### src/rtl/sr_bank_arbiter.sv
// Shared SR flag bank with a round-robin arbiter in front of it.
// One command per cycle updates a flag; ack follows one cycle later.
module sr_bank_arbiter #(
  parameter int N_REQ   = 4,
  parameter int N_FLAGS = 8,
  parameter int ADDR_W  = 3
) (
  input  logic                    clk,
  input  logic                    rst,
  input  logic                    clr_all,
  input  logic [N_REQ-1:0]        req,
  input  logic [2*N_REQ-1:0]      cmd,
  input  logic [ADDR_W*N_REQ-1:0] addr,
  output logic [N_REQ-1:0]        gnt,
  output logic                    ack,
  output logic [2:0]              ack_id,
  output logic [N_FLAGS-1:0]      Q,
  output logic [N_FLAGS-1:0]      Q_bar,
  output logic [7:0]              err_cnt
);

  localparam int PTR_W = (N_REQ > 1) ? $clog2(N_REQ) : 1;

  localparam logic [1:0] CMD_CLR = 2'b01;
  localparam logic [1:0] CMD_SET = 2'b10;
  localparam logic [1:0] CMD_ERR = 2'b11;

  logic [PTR_W-1:0]   ptr;
  logic [PTR_W-1:0]   win;
  logic               acc;
  logic [1:0]         win_cmd;
  logic [ADDR_W-1:0]  win_addr;
  logic [N_FLAGS-1:0] q_r;
  logic [7:0]         err_r;
  logic               ack_r;
  logic [2:0]         ack_id_r;

  logic [1:0]        cmd_a  [N_REQ];
  logic [ADDR_W-1:0] addr_a [N_REQ];

  for (genvar g = 0; g < N_REQ; g++) begin : g_unpack
    assign cmd_a[g]  = cmd[2*g +: 2];
    assign addr_a[g] = addr[ADDR_W*g +: ADDR_W];
  end

  // Round-robin pick: scan from ptr upward, first asserted req wins.
  always_comb begin
    logic [PTR_W-1:0] slot;
    int               s;
    gnt  = '0;
    win  = '0;
    acc  = 1'b0;
    slot = '0;
    s    = 0;
    for (int k = 0; k < N_REQ; k++) begin
      s = int'(ptr) + k;
      if (s >= N_REQ) s = s - N_REQ;
      slot = PTR_W'(s);
      if (!acc && req[slot]) begin
        acc       = 1'b1;
        win       = slot;
        gnt[slot] = 1'b1;
      end
    end
    if (rst || clr_all) begin
      gnt = '0;
      acc = 1'b0;
    end
  end

  assign win_cmd  = cmd_a[win];
  assign win_addr = addr_a[win];

  // Pointer moves past the winner only when a command is taken.
  always_ff @(posedge clk or posedge rst) begin
    if (rst) begin
      ptr <= '0;
    end else if (acc) begin
      ptr <= PTR_W'((int'(win) + 1) % N_REQ);
    end
  end

  // Flag bank: clear-all wins, otherwise set/clear the addressed flag.
  always_ff @(posedge clk or posedge rst) begin
    if (rst) begin
      q_r <= '0;
    end else if (clr_all) begin
      q_r <= '0;
    end else if (acc) begin
      for (int f = 0; f < N_FLAGS; f++) begin
        if (win_addr == ADDR_W'(f)) begin
          if (win_cmd == CMD_SET) q_r[f] <= 1'b1;
          else if (win_cmd == CMD_CLR) q_r[f] <= 1'b0;
        end
      end
    end
  end

  // Saturating count of illegal S=R=1 commands, any address.
  always_ff @(posedge clk or posedge rst) begin
    if (rst) begin
      err_r <= '0;
    end else if (acc && win_cmd == CMD_ERR && err_r != 8'hFF) begin
      err_r <= err_r + 8'd1;
    end
  end

  // One-cycle ack pulse; ack_id keeps the last acknowledged requester.
  always_ff @(posedge clk or posedge rst) begin
    if (rst) begin
      ack_r    <= 1'b0;
      ack_id_r <= '0;
    end else begin
      ack_r <= acc;
      if (acc) ack_id_r <= 3'(win);
    end
  end

  assign Q       = q_r;
  assign Q_bar   = ~q_r;
  assign err_cnt = err_r;
  assign ack     = ack_r;
  assign ack_id  = ack_id_r;

endmodule

### config.mk
export PLATFORM = sky130hd
export DESIGN_NAME = sr_bank_arbiter
export DESIGN_NICKNAME = d
export VERILOG_FILES = /design/src/rtl/sr_bank_arbiter.sv
export SDC_FILE = /design/constraint.sdc
export NUM_CORES = 1
export LEC_CHECK = 0
export BUFFER_PORTS_ARGS = -buffer_cell sky130_fd_sc_hd__buf_2
export CAP_MARGIN = 20
export CORE_MARGIN = 2
export CORE_UTILIZATION = 45
export DETAILED_ROUTE_END_ITERATION = 7
export PLACE_DENSITY = 0.74
export SYNTH_ARGS = -nofsm -noshare
export SYNTH_HDL_FRONTEND = slang
export SYNTH_SLANG_ARGS = --single-unit
### constraint.sdc
create_clock -name clk -period 8.55 [get_ports clk]
set_input_delay 1.71 -clock clk [delete_from_list [all_inputs] [get_ports clk]]
set_output_delay 1.71 -clock clk [all_outputs]
set_load 0.1 [all_outputs]
After elaboration in Yosys (flattened, before gate mapping)
Cells that the tools add are included.
{"block": "totals", "ram_bits": 0, "output_inout_bits": 32, "latchBits": 0, "in_bits": 27, "romBits": 0, "n_memories": 0, "regBits": 21}
{"block": "op_classes", "n_mul": 0, "eq_ne": 11, "muxes": 52, "addsub": 9, "n_div": 0, "n_bitwise": 5, "shifts": 0, "reduce_logical": 32, "magnitude_cmp": 13}
{"cell": "3-bit AND reduction", "count": 8}
{"cell": "1-bit two-way mux", "count": 23}
{"cell": "2-bit two-way mux", "count": 10}
{"cell": "4-bit two-way mux", "count": 5}
{"cell": "2-bit nonzero test", "count": 9}
{"cell": "8-bit two-way mux", "count": 2}
{"cell": "3-bit == test (second input constant)", "count": 4}
{"cell": "3-bit >= comparator (second input constant)", "count": 4}
{"cell": "2-bit by 3-bit < comparator with 1-bit output (second input constant)", "count": 4}
{"cell": "4-bit OR", "count": 3}
{"cell": "1-bit logical AND", "count": 9}
{"cell": "8-bit by 1-bit adder with 8-bit output (second input constant)", "count": 1}
{"cell": "1-bit binary-select mux with 2-bit select", "count": 4}
{"cell": "1-bit demux with 2-bit select", "count": 4}
{"cell": "2-bit by 1-bit >= comparator with 1-bit output (second input constant)", "count": 4}
{"cell": "8-bit != test (second input constant)", "count": 1}
{"cell": "8-bit inverter", "count": 1}
{"cell": "2-bit by 1-bit subtractor with 2-bit output (second input constant)", "count": 4}
{"cell": "2-bit by 2-bit adder with 3-bit output (second input constant)", "count": 2}
{"cell": "3-bit binary-select mux with 2-bit select", "count": 1}
{"cell": "3-bit by 2-bit == test with 1-bit output (second input constant)", "count": 2}
{"cell": "3-bit two-way mux", "count": 2}
{"cell": "2-bit binary-select mux with 2-bit select", "count": 1}
{"cell": "2-bit == test (second input constant)", "count": 2}
{"cell": "10 further kinds", "count": 12}

Longest topological paths before layout
{"block": "logic_depth", "depth_word": 24, "depth_mapped": 13, "ltp_nobuf": 10}

Least setup slack after synthesis
Ideal clock, no wire load.
{"block": "synth_timing", "path_kind": "in2out", "startpoint": "input port req[3]", "endpoint": "output port gnt[0]", "path_buffers": 2, "arrival_ps": 5026, "path_stages": 8, "slack_ps": 1814, "required_time_ps": 6840, "cell_sequence": "buf_6 > mux4_2 > nor2b_1 > clkbuf_1 > a22oi_1 > nor2_1 > a221oi_1 > nor3_1"}
{"block": "synth_via", "elab_chain_cells": 13, "elab_cells_between_ends": 25}
{"item": "start, declared", "line_no": "11", "source": "input logic [N_REQ-1:0] req,"}
{"item": "1-bit binary-select mux with 2-bit select", "line_no": "59", "source": "if (!acc && req[slot]) begin"}
{"item": "1-bit two-way mux (not written as such)", "line_no": "59"}
{"item": "1-bit two-way mux", "line_no": "59"}
{"item": "1-bit logical NOT", "line_no": "59"}
{"item": "1-bit logical AND", "line_no": "59"}
{"item": "1-bit two-way mux", "line_no": "59"}
{"item": "1-bit logical NOT", "line_no": "59"}
{"item": "1-bit logical AND", "line_no": "59"}
{"item": "1-bit two-way mux", "line_no": "59"}
{"item": "1-bit logical NOT", "line_no": "59"}
{"item": "1-bit logical AND", "line_no": "59"}
{"item": "4-bit two-way mux *", "line_no": "59"}
{"item": "4-bit two-way mux *", "line_no": "65", "source": "if (rst || clr_all) begin"}
{"item": "end, declared", "line_no": "14", "source": "output logic [N_REQ-1:0] gnt,"}
Every way passes the cells marked *; elsewhere a longest branch is shown, timed or not. The select of a mux whose other input is x is not followed.

Worst setup path in the final report
{"block": "layout_timing", "startpoint": "input port req[1]", "endpoint": "output port gnt[1]"}
Same word-level chain as after synthesis.

==> metrics.md <==
| Metric | Value |
|---|---|
| Finished Layout Cells | `about 300` |
| Top cell by count, worst path | `buf_2` |
| Crit path kind | `input port to output port` |
| Worst EP required | `between 6 and 7 ns` |
| Cell variety after synth | `50` |
| CORE AREA | `4060 um^2` |
| Placed Area | `2190 um^2` |
| Pin count of the biggest net entering global routing | `22` |
| Number of remaining DRC errors | `0` |
| Initial antenna violation count | `0` |
| Final setup fails | `0` |
| Crit end category | `output port` |
| Clk pwr share | `6.8%` |
| # clock sinks | `21` |
| Peak supply drop | `0.228 mV` |
| CTS tree | `built` |
| Worst-path cell with the longest stage delay | `mux4_2` |
| WL/cell | `14.5 um` |
| Internal cell power | `0.000368 W` |
| Hold Crit Class | `flip-flop to flip-flop` |
| Setup repair after global routing missed its margin | `no` |
| Worst-Skew Late Latency | `about 0.26 ns` |
| Vias in the first global route | `1677` |
| Final worst path period need | `5.62 ns` |
| Root buf cell | `clkbuf_8` |
| Top_reg_cell synth | `dfrtp_1` |
| Htree depth | `1` |
| Starting DRT DRC Count | `183` |
| Clk buf depth | `2` |
| Synth Instances | `207` |
| Io pins | `roughly 60` |
| Cts hold-fix bufs | `0` |
| Starting Density | `47.5%` |
| Placed cells | `302` |
| Global-route wire length before repair | `between 7000 and 8000 um` |
| Avg Cell Area, Syn | `between 9 and 10 um^2` |
| Setup TNS | `0 ns` |
| DR vias/cell | `5.70` |
| Startpoint types | `input port` |
| Peak Freq | `between 150 and 200 MHz` |
| R2R cell count | `10` |
| Fraction of registers with async set/reset | `100%` |
| Clock skew | `0.000782 ns` |
| Final #Nets | `between 200 and 300` |
| Area leader, netlist | `dfrtp_1` |
| CP Depth | `8` |
| Postcts setup bufs | `0` |
| Finished Core Util | `55.2%` |
| Worst path bufs/invs | `2` |
| Outcome | `finished clean` |
| First-pass DRT Iterations | `4` |
| Cts bufs inserted | `3` |
| Post-synth EDFFs | `0` |
| Crit path from | `req[1]` |
| Synthesized cell area | `1930 um^2` |
| Worst-path maximum fanout | `12` |
| Antenna-violating nets left | `0` |
| Power Density | `423 nW/um^2` |
| Row count | `23` |
| N_diodes | `0` |
| Remaining global-route overflow | `0` |
| Period utilization | `65.7%` |
| Post-synthesis register bit count | `21` |
| GP Congestion | `0.870` |
| Slew headroom | `45.4%` |
| Total GRT Usage | `19.0%` |
| Synth area leaders | `dfrtp_1 27%, xnor2_1 6.4%, mux2i_1 5.7%` |
| Syn_nets | `~240` |
| Sw frac | `61.1%` |
| Max Slew Vio Count | `0` |
| Routed WL | `4450 um` |
| Worst-path clk slew | `0.08 ns` |
| Vert. Die Dim | `69.5 um` |
| Switching power | `0.000579 W` |
| Flop pwr share | `17.1%` |
| Reg2reg end | `Q[1]` |
| Synth warn | `0` |
| Area fraction of the dominant cell type after synthesis | `around 27%` |
| Share of cells above drive strength 1 | `30.5%` |
| Max cap viols | `0` |
| CP arrival | `between 3 and 4 ns` |
| Pwr Total | `0.000947 W` |
| CP peak stage delay | `0.56 ns` |
| Area grow syn2layout | `16.2%` |
| Finished Cell Area | `2240 um^2` |
| Width of the die | `about 70 um` |
| Leakage | `1.02 nW` |
| Crit-path cells | `buf_2 > mux4_2 > nor2b_1 > a22oi_1 > nor2_1 > a221oi_1 > nor3_1 > buf_2` |
| Port Buffers | `57` |
| Post-CTS sizing | `0` |
| Hpwl dp | `3420 um` |
| Final hold vios | `0` |
| Reg2reg start | `ptr[0]` |
| Sequential-to-total area share from yosys stat | `27.3%` |
| CP top delay family | `simple AND/OR/NAND/NOR gates` |
| Logic gate share of total power | `76.1%` |
| Worst Tran Pin Value | `slightly above 0.8 ns` |
| R2r setup slk | `4.33 ns` |
| Die ar. | `4820 um^2` |
| Via count | `1745` |
| Worst setup endpoint | `gnt[1]` |
==> area by class of cell <==
type                            count  area [um^2]
Inverter                           12         45.0
Tap cell                           50         62.6
Fill cell                         386         1820
Clock inverter                      1         5.00
Timing Repair Buffer               57          285
Clock buffer                        3         41.3
Sequential cell                    21          526
Multi-Input combinational cell    162         1270
==> layer usage <==
metal / track usage [%] / routed length (um) / up-vias / part of all wire [%]
li1: - / - / 867 / -
met1: 25.5 / 2070 / 824 / 46
met2: 31.8 / 2090 / 50 / 47
met3: 4.80 / 255 / 4 / 5.7
met4: 2.83 / 38 / 0 / 0.85
met5: 0 / 0 / - / 0
==> how the worst min path moves through the flow <==
stage | start | slack [ns] | depth (start not counted) | endpoint
after floorplan | ptr[1] | 0.64 | 2 | ptr[1]
after global placement | ack_id[0] | 0.47 | 2 | ack_id[0]
after detailed placement | ack_id[0] | 0.47 | 2 | ack_id[0]
after CTS | ack_id[0] | 0.49 | 2 | ack_id[0]
after global routing | ack_id[0] | 0.52 | 2 | ack_id[0]
final | ack_id[0] | 0.49 | 2 | ack_id[0]
==> power by group through the flow <==
stage | logic, W | registers [W] | clock network [W]
finish | 0.000721 | 0.000162 | 0.0000646
CTS | 0.000719 | 0.000161 | 0.0000671
detailed placement | 0.000719 | 0.000163 | 0
global placement | 0.000706 | 0.000163 | 0
floorplan | 0.000502 | 0.000282 | 0
global route | 0.000778 | 0.000168 | 0.0000718
==> per-stage QoR <==
stage	hold WS, ns	setup slack [ns]
floorplan	0.643	1.81
global placement	0.469	3.07
detailed placement	0.471	2.96
CTS	0.491	2.95
global route	0.518	2.77
finish	0.489	2.93
==> synth_stat cells (all sizes together), types with 6 or more instances <==
cell,count
a211oi,6
a21oi,6
buf,8
dfrtp,21
ha,8
inv,12
mux2i,12
nand2,12
nand2b,8
nand3,8
nor2,13
nor3,7
o21ai,8
o32ai,6
xnor2,14
==> flip-flops by register name (all words and copies together) (netlist names) <==
name / count
err_cnt: 8
ptr: 2
Q: 8
ack: 1
ack_id: 2
==> cell usage in the layout (no fill, tap or decap), types with 3 or more instances in the layout <==
cell type / count
a22oi_1: 5
nand3_1: 8
o32ai_1: 6
mux2i_1: 11
a211oi_1: 4
xnor2_1: 14
nand2_1: 11
a211o_1: 3
buf_2: 57
dfrtp_1: 21
ha_1: 8
a21oi_1: 6
clkbuf_8: 3
o41ai_1: 3
nor4b_1: 3
mux2_2: 3
mux4_2: 3
nor2_1: 13
o21ai_0: 8
nand2b_1: 7
and3_1: 5
inv_1: 11
a221oi_1: 4
nor4_1: 3
nor3_1: 7
==> tightest hold or removal path, cell delays in order, from the launching register on <==
cell and delay [ns]:
dfrtp_1 0.35, nand2_1 0.05, o21ai_0 0.06
==> cell families (layout without fill, tap and decap cells) <==
kind of cell               count (synthesis)  count (layout)  share of synthesized area (%)
and+or+nand+nor                           69              69                           20.4
AOI/OAI and AO/OA                         50              50                           21.1
buffers and inverters                     24              73                           6.62
DFF                                       21              21                           27.3
muxes                                     20              20                           12.8
xor gates and xnor gates                  14              14                           6.36
adders and majority gates                  8               8                           5.19
other                                      1               1                          0.194
(Power assumes the default switching activity.)
